## src/rtl/rr_grant_sched_pkg.sv

```systemverilog
// -----------------------------------------------------------------------------
// rr_sched_pkg
// Shared constants, state encoding and helper function for the round-robin
// grant scheduler (rr_grant_sched) and its sub-blocks.
//   N          : number of requesters (fixed at 32 for this revision)
//   IW         : requester index width, log2(N)
//   sched_state_e : scheduler FSM state encoding
//   onehot2idx : converts a one-hot (or all-zero) vector to its binary index
// -----------------------------------------------------------------------------
package rr_sched_pkg;

    localparam int N  = 32;
    localparam int IW = 5;

    typedef enum logic [0:0] {
        ST_IDLE = 1'b0,
        ST_BUSY = 1'b1
    } sched_state_e;

    // OR-reduction of set-bit indices; exact for one-hot input, 0 for all-zero.
    function automatic logic [IW-1:0] onehot2idx(input logic [N-1:0] oh);
        logic [IW-1:0] idx;
        idx = {IW{1'b0}};
        for (int i = 0; i < N; i++) begin
            if (oh[i]) begin
                idx = idx | IW'(i);
            end else begin
                idx = idx;
            end
        end
        return idx;
    endfunction

endpackage

```

## src/rtl/rr_grant_sched_if.sv

```systemverilog
// -----------------------------------------------------------------------------
// rr_grant_sched_if
// Bundle of the requester/resource handshake signals around the scheduler.
//   req     : level request per requester
//   last    : final beat of the granted transaction
//   beat    : granted requester transfers one beat this cycle
//   res_rdy : shared resource can accept a beat or a new grant
//   gnt     : registered one-hot grant (or zero)
//   gnt_idx : binary index of gnt (0 when gnt is zero)
//   gnt_vld : gnt is non-zero
//   tmo_err : one-cycle pulse on a watchdog release
// Modports: master = requester/resource side, slave = scheduler side.
// -----------------------------------------------------------------------------
interface rr_grant_sched_if;
    import rr_sched_pkg::*;

    logic [N-1:0]  req;
    logic          last;
    logic          beat;
    logic          res_rdy;
    logic [N-1:0]  gnt;
    logic [IW-1:0] gnt_idx;
    logic          gnt_vld;
    logic          tmo_err;

    modport master (
        output req, last, beat, res_rdy,
        input  gnt, gnt_idx, gnt_vld, tmo_err
    );

    modport slave (
        input  req, last, beat, res_rdy,
        output gnt, gnt_idx, gnt_vld, tmo_err
    );

endinterface

```

## src/rtl/rr_grant_sched_fpri.sv

```systemverilog
// -----------------------------------------------------------------------------
// fpri_onehot32
// Combinational 32-bit fixed-priority one-hot encoder: the lowest-index set
// bit of req_i wins. Output is all-zero when req_i is all-zero.
//   req_i : request vector
//   gnt_o : one-hot winner (or zero)
// -----------------------------------------------------------------------------
module fpri_onehot32 (
    input  logic [31:0] req_i,
    output logic [31:0] gnt_o
);

    // Two's-complement trick isolates the lowest set bit.
    always_comb begin
        gnt_o = req_i & (~req_i + 32'd1);
    end

endmodule

```

## src/rtl/rr_grant_sched.sv

```systemverilog
// -----------------------------------------------------------------------------
// rr_grant_sched
// Round-robin grant scheduler sharing one resource among 32 requesters.
// A rotating mask (bits strictly above the last granted index) is applied in
// front of a fixed-priority encoder; if the masked path finds nothing the
// unmasked path is used. A grant is held for a multi-beat transaction and
// released on a valid last beat or by the idle watchdog, with zero-bubble
// handoff to the next winner.
//   clk : clock, rising edge
//   rst : synchronous active-high reset
//   bus : rr_grant_sched_if.slave (req/last/beat/res_rdy in, gnt/... out)
//   TMO : idle grant cycles before a forced release (1..65535)
// -----------------------------------------------------------------------------
module rr_grant_sched
    import rr_sched_pkg::*;
#(
    parameter int unsigned TMO = 255
) (
    input  logic              clk,
    input  logic              rst,
    rr_grant_sched_if.slave   bus
);

    localparam logic [15:0] TMO_V = 16'(TMO);

    sched_state_e  state_q, state_d;
    logic [N-1:0]  gnt_q, gnt_d;
    logic [IW-1:0] gnt_idx_q, gnt_idx_d;
    logic          gnt_vld_q, gnt_vld_d;
    logic          tmo_err_q, tmo_err_d;
    logic [IW-1:0] ptr_q, ptr_d;
    logic [15:0]   wd_q, wd_d;

    logic [IW-1:0] arb_ptr_s;
    logic [N-1:0]  arb_mask_s;
    logic [N-1:0]  req_masked_s;
    logic [N-1:0]  win_masked_s;
    logic [N-1:0]  win_unmasked_s;
    logic [N-1:0]  win_s;
    logic          valid_beat_s;
    logic          last_beat_s;
    logic          wd_expired_s;

    // Mask base: in BUSY the current grant becomes the pointer on release,
    // so arbitrate against it directly to allow same-cycle handoff.
    always_comb begin
        if (state_q == ST_BUSY) begin
            arb_ptr_s = gnt_idx_q;
        end else begin
            arb_ptr_s = ptr_q;
        end
        // Bits strictly above arb_ptr_s; ptr = 31 shifts out to an empty mask.
        arb_mask_s   = ~((32'd2 << arb_ptr_s) - 32'd1);
        req_masked_s = bus.req & arb_mask_s;
    end

    fpri_onehot32 u_fpri_masked (
        .req_i (req_masked_s),
        .gnt_o (win_masked_s)
    );

    fpri_onehot32 u_fpri_unmasked (
        .req_i (bus.req),
        .gnt_o (win_unmasked_s)
    );

    // Winner selection and beat/watchdog qualifiers.
    always_comb begin
        if (win_masked_s != {N{1'b0}}) begin
            win_s = win_masked_s;
        end else begin
            win_s = win_unmasked_s;
        end
        valid_beat_s = bus.beat & bus.res_rdy;
        last_beat_s  = valid_beat_s & bus.last;
        wd_expired_s = (wd_q == TMO_V);
    end

    // Next-state logic for the grant FSM, pointer and watchdog.
    always_comb begin
        state_d   = state_q;
        gnt_d     = gnt_q;
        gnt_idx_d = gnt_idx_q;
        ptr_d     = ptr_q;
        wd_d      = wd_q;
        tmo_err_d = 1'b0;
        case (state_q)
            ST_IDLE: begin
                if ((bus.req != {N{1'b0}}) && bus.res_rdy) begin
                    state_d   = ST_BUSY;
                    gnt_d     = win_s;
                    gnt_idx_d = onehot2idx(win_s);
                    wd_d      = 16'd0;
                end else begin
                    gnt_d     = {N{1'b0}};
                    gnt_idx_d = {IW{1'b0}};
                end
            end
            ST_BUSY: begin
                if (last_beat_s || wd_expired_s) begin
                    ptr_d     = gnt_idx_q;
                    // A valid last beat wins over a coincident timeout.
                    tmo_err_d = ~last_beat_s;
                    wd_d      = 16'd0;
                    if ((win_s != {N{1'b0}}) && bus.res_rdy) begin
                        state_d   = ST_BUSY;
                        gnt_d     = win_s;
                        gnt_idx_d = onehot2idx(win_s);
                    end else begin
                        state_d   = ST_IDLE;
                        gnt_d     = {N{1'b0}};
                        gnt_idx_d = {IW{1'b0}};
                    end
                end else if (valid_beat_s) begin
                    wd_d = 16'd0;
                end else if (!wd_expired_s) begin
                    wd_d = wd_q + 16'd1;
                end else begin
                    wd_d = wd_q;
                end
            end
            default: begin
                state_d   = ST_IDLE;
                gnt_d     = {N{1'b0}};
                gnt_idx_d = {IW{1'b0}};
                wd_d      = 16'd0;
            end
        endcase
        gnt_vld_d = (gnt_d != {N{1'b0}});
    end

    // State and output registers; reset drops any grant without a release.
    always_ff @(posedge clk) begin
        if (rst) begin
            state_q   <= ST_IDLE;
            gnt_q     <= {N{1'b0}};
            gnt_idx_q <= {IW{1'b0}};
            gnt_vld_q <= 1'b0;
            tmo_err_q <= 1'b0;
            ptr_q     <= IW'(N - 1);
            wd_q      <= 16'd0;
        end else begin
            state_q   <= state_d;
            gnt_q     <= gnt_d;
            gnt_idx_q <= gnt_idx_d;
            gnt_vld_q <= gnt_vld_d;
            tmo_err_q <= tmo_err_d;
            ptr_q     <= ptr_d;
            wd_q      <= wd_d;
        end
    end

    assign bus.gnt     = gnt_q;
    assign bus.gnt_idx = gnt_idx_q;
    assign bus.gnt_vld = gnt_vld_q;
    assign bus.tmo_err = tmo_err_q;

endmodule

```

## src/flat_wrapper.sv

```systemverilog
// flat-port wrapper written by rule: the top's interface ports become plain ports
module rr_grant_sched_flat import rr_sched_pkg::*;
#(
    parameter int unsigned TMO = 255
)
  (clk, rst, bus_req, bus_last, bus_beat, bus_res_rdy, bus_gnt, bus_gnt_idx, bus_gnt_vld, bus_tmo_err);
  rr_grant_sched_if bus_i ();
  input  logic clk;
  input  logic rst;
  input wire logic [$bits(bus_i.req)-1:0] bus_req;
  input wire logic [$bits(bus_i.last)-1:0] bus_last;
  input wire logic [$bits(bus_i.beat)-1:0] bus_beat;
  input wire logic [$bits(bus_i.res_rdy)-1:0] bus_res_rdy;
  output wire logic [$bits(bus_i.gnt)-1:0] bus_gnt;
  output wire logic [$bits(bus_i.gnt_idx)-1:0] bus_gnt_idx;
  output wire logic [$bits(bus_i.gnt_vld)-1:0] bus_gnt_vld;
  output wire logic [$bits(bus_i.tmo_err)-1:0] bus_tmo_err;
  assign bus_i.req = bus_req;
  assign bus_i.last = bus_last;
  assign bus_i.beat = bus_beat;
  assign bus_i.res_rdy = bus_res_rdy;
  assign bus_gnt = bus_i.gnt;
  assign bus_gnt_idx = bus_i.gnt_idx;
  assign bus_gnt_vld = bus_i.gnt_vld;
  assign bus_tmo_err = bus_i.tmo_err;
  rr_grant_sched #(.TMO(TMO)) u_core (.clk(clk), .rst(rst), .bus(bus_i));
endmodule
```

## config.mk

```make
export PLATFORM = sky130hd
export DESIGN_NAME = rr_grant_sched_flat
export DESIGN_NICKNAME = d
export VERILOG_FILES = /design/src/rtl/rr_grant_sched_pkg.sv /design/src/rtl/rr_grant_sched_if.sv /design/src/rtl/rr_grant_sched_fpri.sv /design/src/rtl/rr_grant_sched.sv /design/src/flat_wrapper.sv
export SDC_FILE = /design/constraint.sdc
export NUM_CORES = 1
export LEC_CHECK = 0
export CAP_MARGIN = 10
export CORE_MARGIN = 10
export CORE_UTILIZATION = 45
export DETAILED_ROUTE_END_ITERATION = 10
export GPL_TIMING_DRIVEN = 0
export MAX_ROUTING_LAYER = met4
export PLACE_DENSITY = 0.69
export SYNTH_ARGS = -nofsm -noshare
export SYNTH_HDL_FRONTEND = slang
export SYNTH_HIERARCHICAL = 1
export SYNTH_SLANG_ARGS = --single-unit
```

## constraint.sdc

```tcl
create_clock -name clk -period 16.1 [get_ports clk]
set_clock_uncertainty 0.15 [all_clocks]
set_input_delay 4.025 -clock clk [delete_from_list [all_inputs] [get_ports clk]]
set_output_delay 4.025 -clock clk [all_outputs]
set_load 0.02 [all_outputs]
```

## Yosys cells after proc, flatten, opt, wreduce, memory -nomap -nowiden

Cells that the tools add are included.
W data, S select, Z words.

- Register bits after elaboration: 61
- Bits of input ports: 37
- Word-level logic and storage cells: 301
- Output and inout bits: 39

- Shifts and indexed selects: 1
- Mux-type cells: 264
- Add/sub/neg operators: 4
- Reductions and logical operators: 11
- Eq/ne operators: 4
- Bitwise logic cells: 10

Operators by type and width:

| kind | number |
|---|---|
| $mux W5 | 202 |
| $mux W32 | 8 |
| $mux W16 | 11 |
| $reduce_bool A32 Y1 | 4 |
| $and A32 B32 Y32 | 3 |
| $not A32 Y32 | 3 |
| $add A32 B1 Y32 const B | 2 |
| $mux W4 | 16 |
| $pmux W32 S2 | 1 |
| $pmux W16 S2 | 1 |
| $shl A2 B5 Y32 const A | 1 |
| $sub A32 B1 Y32 const B | 1 |
| $mux W3 | 8 |
| $add A16 B1 Y16 const B | 1 |
| $eq A16 B8 Y1 const B | 1 |
| $mux W1 | 11 |
| $pmux W5 S2 | 1 |
| $mux W2 | 4 |
| $reduce_and A2 Y1 | 3 |
| $ne A4 B4 Y1 const B | 1 |
| $ne A3 B1 Y1 const B | 1 |
| $and A1 B1 Y1 | 2 |
| $logic_and A1 B1 Y1 | 2 |
| $ne A2 B2 Y1 const B | 1 |
| other kinds (4) | 5 |

## Longest topological paths before layout

Gate-level depths: netlist (run 1).

- Depth after elaboration: 145
- Gate-level depth with buffers: 24

## Modules after synthesis

Netlist (run 1), hierarchy kept.

Modules (own cells, without submodules):

| module | sequential area each (sq um) | area an instance (sq um) | cells each | instances |
|---|---|---|---|---|
| rr_grant_sched | 1,221.2 | 3,997.6 | 545 | 1 |
| fpri_onehot32 | 0.0 | 451.7 | 77 | 2 |

## Least setup slack after synthesis (run 1)

No wires, ideal clock.

- Path kind: input -> register
- Start: in bus_req[2]
- End: reg u_core.gnt_q[11], in the netlist u_core/bus.gnt[11]
- Data required time: 15,880 ps
- Cell stages on the path: 13
- Arrival: 7,076 ps
- Setup slack: 8,803 ps
- Path buffers: 3
- Setup time: 70 ps
- Cell sequence: and2_1 or4_4 or4_4 buf_6 nor4_1 nor4_1 and4b_1 and2_1 buf_6 a21oi_2 buf_2 nand3_1 a21oi_1

- Longest elaborated chain between the ends: 14
- Elaborated cells between the ends (all ways): 21

Ends and longest elaborated chain:

| item | line | source |
|---|---|---|
| from (decl) | flat_wrapper.sv:10 | `input wire logic [$bits(bus_i.req)-1:0] bus_req;` |
| $and A32 B32 Y32 * | rr_grant_sched.sv:54 | `req_masked_s = bus.req & arb_mask_s;` |
| $not A32 Y32 * | rr_grant_sched_fpri.sv:15 | `gnt_o = req_i & (~req_i + 32'd1);` |
| $add A32 B1 Y32 * | rr_grant_sched_fpri.sv:15 |  |
| $and A32 B32 Y32 * | rr_grant_sched_fpri.sv:15 |  |
| net u_core.win_masked_s[29] | rr_grant_sched.sv:37 | `logic [N-1:0] win_masked_s;` |
| $reduce_bool A32 Y1 | rr_grant_sched.sv:69 | `if (win_masked_s != {N{1'b0}}) begin` |
| $mux W32 * | rr_grant_sched.sv:69 |  |
| $reduce_bool A32 Y1 | rr_grant_sched.sv:105 | `if ((win_s != {N{1'b0}}) && bus.res_rdy) begin` |
| $logic_and A1 B1 Y1 | rr_grant_sched.sv:105 |  |
| $mux W32 | rr_grant_sched.sv:105 |  |
| $mux W32 | rr_grant_sched.sv:100 | `if (last_beat_s \|\| wd_expired_s) begin` |
| $mux W32 | rr_grant_sched.sv:87 | `case (state_q)` |
| $mux W32 | rr_grant_sched.sv:100 |  |
| $mux W32 | rr_grant_sched.sv:87 |  |
| $pmux W32 S2 * | rr_grant_sched.sv:87 |  |
| to (signal assigned) | rr_grant_sched.sv:136 | `gnt_q <= {N{1'b0}};` |
| to (signal assigned) | rr_grant_sched.sv:144 | `gnt_q <= gnt_d;` |
| to (decl) | rr_grant_sched.sv:27 | `logic [N-1:0] gnt_q, gnt_d;` |

Mark *: on every way through the listed nets, which the timed path passes. The rest lies on a longest branch. The select of a mux whose other input is x is not followed.
A chain may end at the register's enable or synchronous reset.

## Worst setup path in the final report (run 1)

- Start: in bus_req[2]
- End: reg u_core.gnt_idx_q[1], in the netlist u_core/bus.gnt_idx[1]

- Longest elaborated chain between the ends: 132
- Elaborated cells between the ends (all ways): 231

Ends and longest elaborated chain:

| item | line | source |
|---|---|---|
| $and A32 B32 Y32 * | rr_grant_sched.sv:54 |  |
| net u_core.req_masked_s[2] | rr_grant_sched.sv:36 | `logic [N-1:0] req_masked_s;` |
| $not A32 Y32 * | rr_grant_sched_fpri.sv:15 |  |
| $add A32 B1 Y32 * | rr_grant_sched_fpri.sv:15 |  |
| $and A32 B32 Y32 * | rr_grant_sched_fpri.sv:15 |  |
| net u_core.win_masked_s[30] | rr_grant_sched.sv:37 |  |
| $reduce_bool A32 Y1 | rr_grant_sched.sv:69 |  |
| $mux W32 * | rr_grant_sched.sv:69 |  |
| (+118 left out) | -- |  |
| $mux W5 | rr_grant_sched.sv:100 |  |
| $mux W5 | rr_grant_sched.sv:87 |  |
| $mux W5 | rr_grant_sched.sv:105 |  |
| $mux W5 | rr_grant_sched.sv:100 |  |
| $mux W5 | rr_grant_sched.sv:87 |  |
| $mux W5 | rr_grant_sched.sv:100 |  |
| $mux W5 | rr_grant_sched.sv:87 |  |
| $pmux W5 S2 * | rr_grant_sched.sv:87 |  |
| to (signal assigned) | rr_grant_sched.sv:137 | `gnt_idx_q <= {IW{1'b0}};` |
| to (signal assigned) | rr_grant_sched.sv:145 | `gnt_idx_q <= gnt_idx_d;` |
| to (decl) | rr_grant_sched.sv:28 | `logic [IW-1:0] gnt_idx_q, gnt_idx_d;` |

Marks and branches as above.

==> results of run 1 <==
## registers in the layout, summed over array words and instances, names as in the netlist
name                cells
u_core/bus.gnt_vld      1
u_core/bus.gnt         32
u_core/bus.tmo_err      1
u_core/bus.gnt_idx      5
u_core/wd_q            16
u_core/state_q          1
u_core/ptr_q            5
## stage by stage
stage	util [%]	total power, mW
3_5_place_dp	54.4	0.296
5_1_grt	56.4	0.469
3_3_place_gp	54.4	0.296
4_1_cts	56.4	0.446
2_1_floorplan	-	0.248
6_report	56.4	0.449
## cells in the final DEF, fill, tap and decap left out, types with 6 or more instances in the layout
cell type | netlist | final
sky130_fd_sc_hd__inv_1 | 22 | 22
sky130_fd_sc_hd__nor4_1 | 60 | 60
sky130_fd_sc_hd__nor4b_1 | 8 | 8
sky130_fd_sc_hd__nand2_1 | 94 | 94
sky130_fd_sc_hd__nand3_1 | 49 | 49
sky130_fd_sc_hd__a21oi_1 | 59 | 59
sky130_fd_sc_hd__nand4b_1 | 8 | 8
sky130_fd_sc_hd__o21ai_0 | 12 | 12
sky130_fd_sc_hd__clkdlybuf4s50_1 | 0 | 75
sky130_fd_sc_hd__dfxtp_1 | 61 | 61
sky130_fd_sc_hd__clkbuf_1 | 15 | 16
sky130_fd_sc_hd__nor2_1 | 67 | 67
sky130_fd_sc_hd__xnor2_1 | 11 | 11
sky130_fd_sc_hd__or3_1 | 6 | 6
sky130_fd_sc_hd__nand3b_1 | 10 | 10
sky130_fd_sc_hd__clkbuf_8 | 0 | 10
sky130_fd_sc_hd__o21ai_1 | 9 | 9
sky130_fd_sc_hd__buf_2 | 13 | 13
sky130_fd_sc_hd__nor3b_1 | 10 | 10
sky130_fd_sc_hd__or4_4 | 6 | 6
sky130_fd_sc_hd__nand4_1 | 11 | 11
sky130_fd_sc_hd__a21o_1 | 34 | 34
sky130_fd_sc_hd__nor3_1 | 31 | 31
sky130_fd_sc_hd__or4_1 | 12 | 12
sky130_fd_sc_hd__and2_1 | 11 | 11
## cell families (layout without fill, tap and decap cells)
family,Yosys count,after routing,share of synthesized area [%]
AND/OR/NAND/NOR,404,404,44.7
AO/OA/AOI/OAI,150,150,19.5
flip-flops,61,61,24.9
buffers and inverters,59,149,6.00
XOR/XNOR,12,12,2.14
multiplexers,10,10,2.25
adder cells (fa/ha/maj),2,2,0.511
other,1,5,0.0765
## power groups by stage
stage	combinational (mW)	sequential, mW	clock (mW)
2_1_floorplan	0.0858	0.162	0
6_report	0.141	0.157	0.150
3_3_place_gp	0.136	0.160	0
4_1_cts	0.137	0.157	0.152
3_5_place_dp	0.136	0.160	0
5_1_grt	0.151	0.157	0.160
## layout make-up
class                      count  area [um2]  area share, %
clock inverter                 4        72.6           1.20
buffer                        36         208           3.43
inverter                      23        86.3           1.43
tap                          140         175           2.89
timing repair buffer          75         751           12.4
multi-input combinational    583        3400           56.2
sequential                    61        1220           20.2
clock buffer                  11         141           2.33
## metal layers
metal | vias up | track usage [%] | wire length, um
li1 | 2790 | - | -
met1 | 2855 | 31.2 | 8560
met2 | 300 | 39.5 | 9350
met3 | 42 | 6.00 | 1540
met4 | 0 | 7.68 | 500
met5 | - | - | 0
## worst min-delay path: cells and delay by family, from the launching register on
family / cells / cell delay, ns
AND/OR/NAND/NOR: 1 / 0.05
AO/OA/AOI/OAI: 1 / 0.05
flip-flops: 1 / 0.32
## path summary, 6_finish.rpt
| kind | start | endpoint | cells past startpoint |
|---|---|---|---|
| worst max-delay path | bus_req[2] | u_core/bus.gnt_idx[1] | 14 |
| worst max register to register | u_core/state_q | u_core/bus.gnt_idx[1] | 22 |
| worst min-delay path | u_core/bus.gnt[8] | u_core/bus.gnt[8] | 2 |
| worst min register to register | u_core/bus.gnt[8] | u_core/bus.gnt[8] | 2 |
==> results.md, run 1 <==
- Routed Wire Length: 20.0 mm
- WL/cell: 21.4 um
- PnR worst setup slack: 7.60 ns
- Number of synthesized register bits: 61
- Tightest Pin Transition: 0.992 ns
- CTS tree: built
- Worst R2R Setup Slack: between 8 and 9 ns
- Sequential area share after synthesis: 24.9%
- Final net count: between 800 and 900
- Data required time at the worst endpoint: 16.23 ns
- Crit Path Class: primary input to flip-flop
- Post-synthesis cell type count: 61
- Sw Ratio: 34.3%
- Ports placed on the boundary: 76
- Critical Path, Cell by Cell: clkdlybuf4s50_1 > and2_1 > or4_4 > or4_4 > buf_6 > nor4_1 > nor4_1 > and4b_1 > and2_1 > buf_6 > a21oi_2 > buf_2 > nand3_1 > a21oi_1
- Kind of end point of the critical path: flip-flop
- Total gr overflow: 0
- Share of synthesized registers carrying an async set or reset: 0%
- Clock latency at the later pin of the worst-skew pair: 0.35 ns
- Leakage component of the power: 2.28 nW
- Top cells by count, synth: sky130_fd_sc_hd__nand2_1, sky130_fd_sc_hd__nor2_1, sky130_fd_sc_hd__dfxtp_1
- Final Cycle Share: 52.8%
- Placed wire-length estimate after detailed placement: 16.0 mm
- Hold WC Path Type: flip-flop to flip-flop
- Fill cell instance count of the final layout: around 1100
- I/O Buffers: 75
- Ys Warns: 6
- Post-detailed-route DRC marker count: 0
- Horiz. Die Dim: 124 um
- Number of optimization iterations in the first detailed-route pass: 5
- GPL Wtd Cong: roughly 0.98
- Largest net degree at the start of global routing: 11
- CTS Sinks: 61
- Count of placed standard cells including taps: 918
- Critical path fanouts, max: 10
- Die area: around 15000 um2
- ANT cells: 0
- Part of the total power dissipated in combinational logic: approximately a third
- Number of setup buffers added after CTS: 0
- Sequential Power Share: between 30% and 40%
- Reported max-cap violation count: 0
- Clock Tree Root: sky130_fd_sc_hd__clkbuf_8
- Area growth from synthesis to final layout: 23.6%
- RSZ-0062 raised after global routing: false
- Synth area leader: sky130_fd_sc_hd__dfxtp_1
- EDFF count, synth: 0
- Fraction of final layout cells with drive strength greater than 1: 7.31%
- Resize count post-CTS: 0
- Most common cell in the netlist: sky130_fd_sc_hd__nand2_1
- Longest Clk Path Bufs: 2
- Count of pins over their slew limit: 0
- Violation count after the first detailed-route iteration: 679
- Cell area after synthesis: 4900 um2
- Cell types with the largest area share after synthesis: sky130_fd_sc_hd__dfxtp_1, sky130_fd_sc_hd__nor4_1, sky130_fd_sc_hd__nand2_1, sky130_fd_sc_hd__a21oi_1, sky130_fd_sc_hd__a21o_1
- Number of global-route vias before repair: 5613
- Setup Total Neg Slack: 0 ns
- Crit path buf inv count: 4
- Synthesized netlist cell count: 699
- Per-cell via count in the routed design: 6.42
- Startpoint Class: primary input
- Final Setup Violations: 0
- Number of rows created at floorplan: 38
- Post-detailed-placement cell area: approximately 6000 um2
- Internal power: 295 uW
- Wire length of the first global-routing pass: 31.2 mm
- Slowest stage cell, crit path: sky130_fd_sc_hd__nor4_1
- Final hold viol count: 0
- CTS clk-pin slew, worst paths: 0.07 ns
- Normalized max-slew margin: 32.9%
- Critical path data arrival time: about 8.6 ns
- Effective utilization at floorplan: 45.6%
- Timing-limited maximum frequency: around 120 MHz
- Hold-fix buffer count after cts: 0
- Peak per-stage delay on the critical path: between 0.7 and 0.8 ns
- Proportion of netlist area held by the largest area contributor: 24.9%
- Switching power: 154 uW
- Initial antenna violation count: 0
- Overall die height: 124 um
- Number of vias in the routed layout: 5987
- Std-Cell Core Area: about 11000 um2
- Most common flop cell mapped by yosys: sky130_fd_sc_hd__dfxtp_1
- Clock buffer count from CTS: 9
- Total GRT Usage: 25.1%
- Min Hold Slack: 0.319 ns
- Power density normalized to cell area: around 74 nW/um2
- Number of H-tree levels: 3
- Result of the run: finished, final reports clean
- Dpl ws: 7.42 ns
- Critical path's top delay family: simple AND/OR/NAND/NOR gates
- Final cell count without fillers: about 930
- Proportion of power drawn by the clock network: between 30% and 40%
- Worst IR Drop VDD: a little over 90 uV
- Post-route antenna net violation count: 0
- Tmin final: roughly 8.5 ns
- Average footprint of a synthesized cell: 7.01 um2
- Final standard cell area without fillers: 6060 um2
Note: power is estimated with default switching activity, not from simulation.
==> run 2: changes to the inputs <==
==> constraint.sdc (replaced) <==
create_clock -name clk -period 8.1 [get_ports clk]
set_clock_uncertainty 0.15 [all_clocks]
set_input_delay 2.025 -clock clk [delete_from_list [all_inputs] [get_ports clk]]
set_output_delay 2.025 -clock clk [all_outputs]
set_load 0.02 [all_outputs]
==> results of run 2 <==
Same layout as run 1 (identical final DEF). Status: finished, final reports clean.
Among the figures that moved: setup slack after placement 7.42 ns -> 0.915 ns; setup slack after layout 7.60 ns -> 0.653 ns; start point of the critical path bus_req[2] -> u_core/state_q; register-to-register setup slack 8.65 ns -> 0.65 ns; total power 0.449 mW -> 0.892 mW; worst IR drop on VDD 93.3 uV -> 185 uV
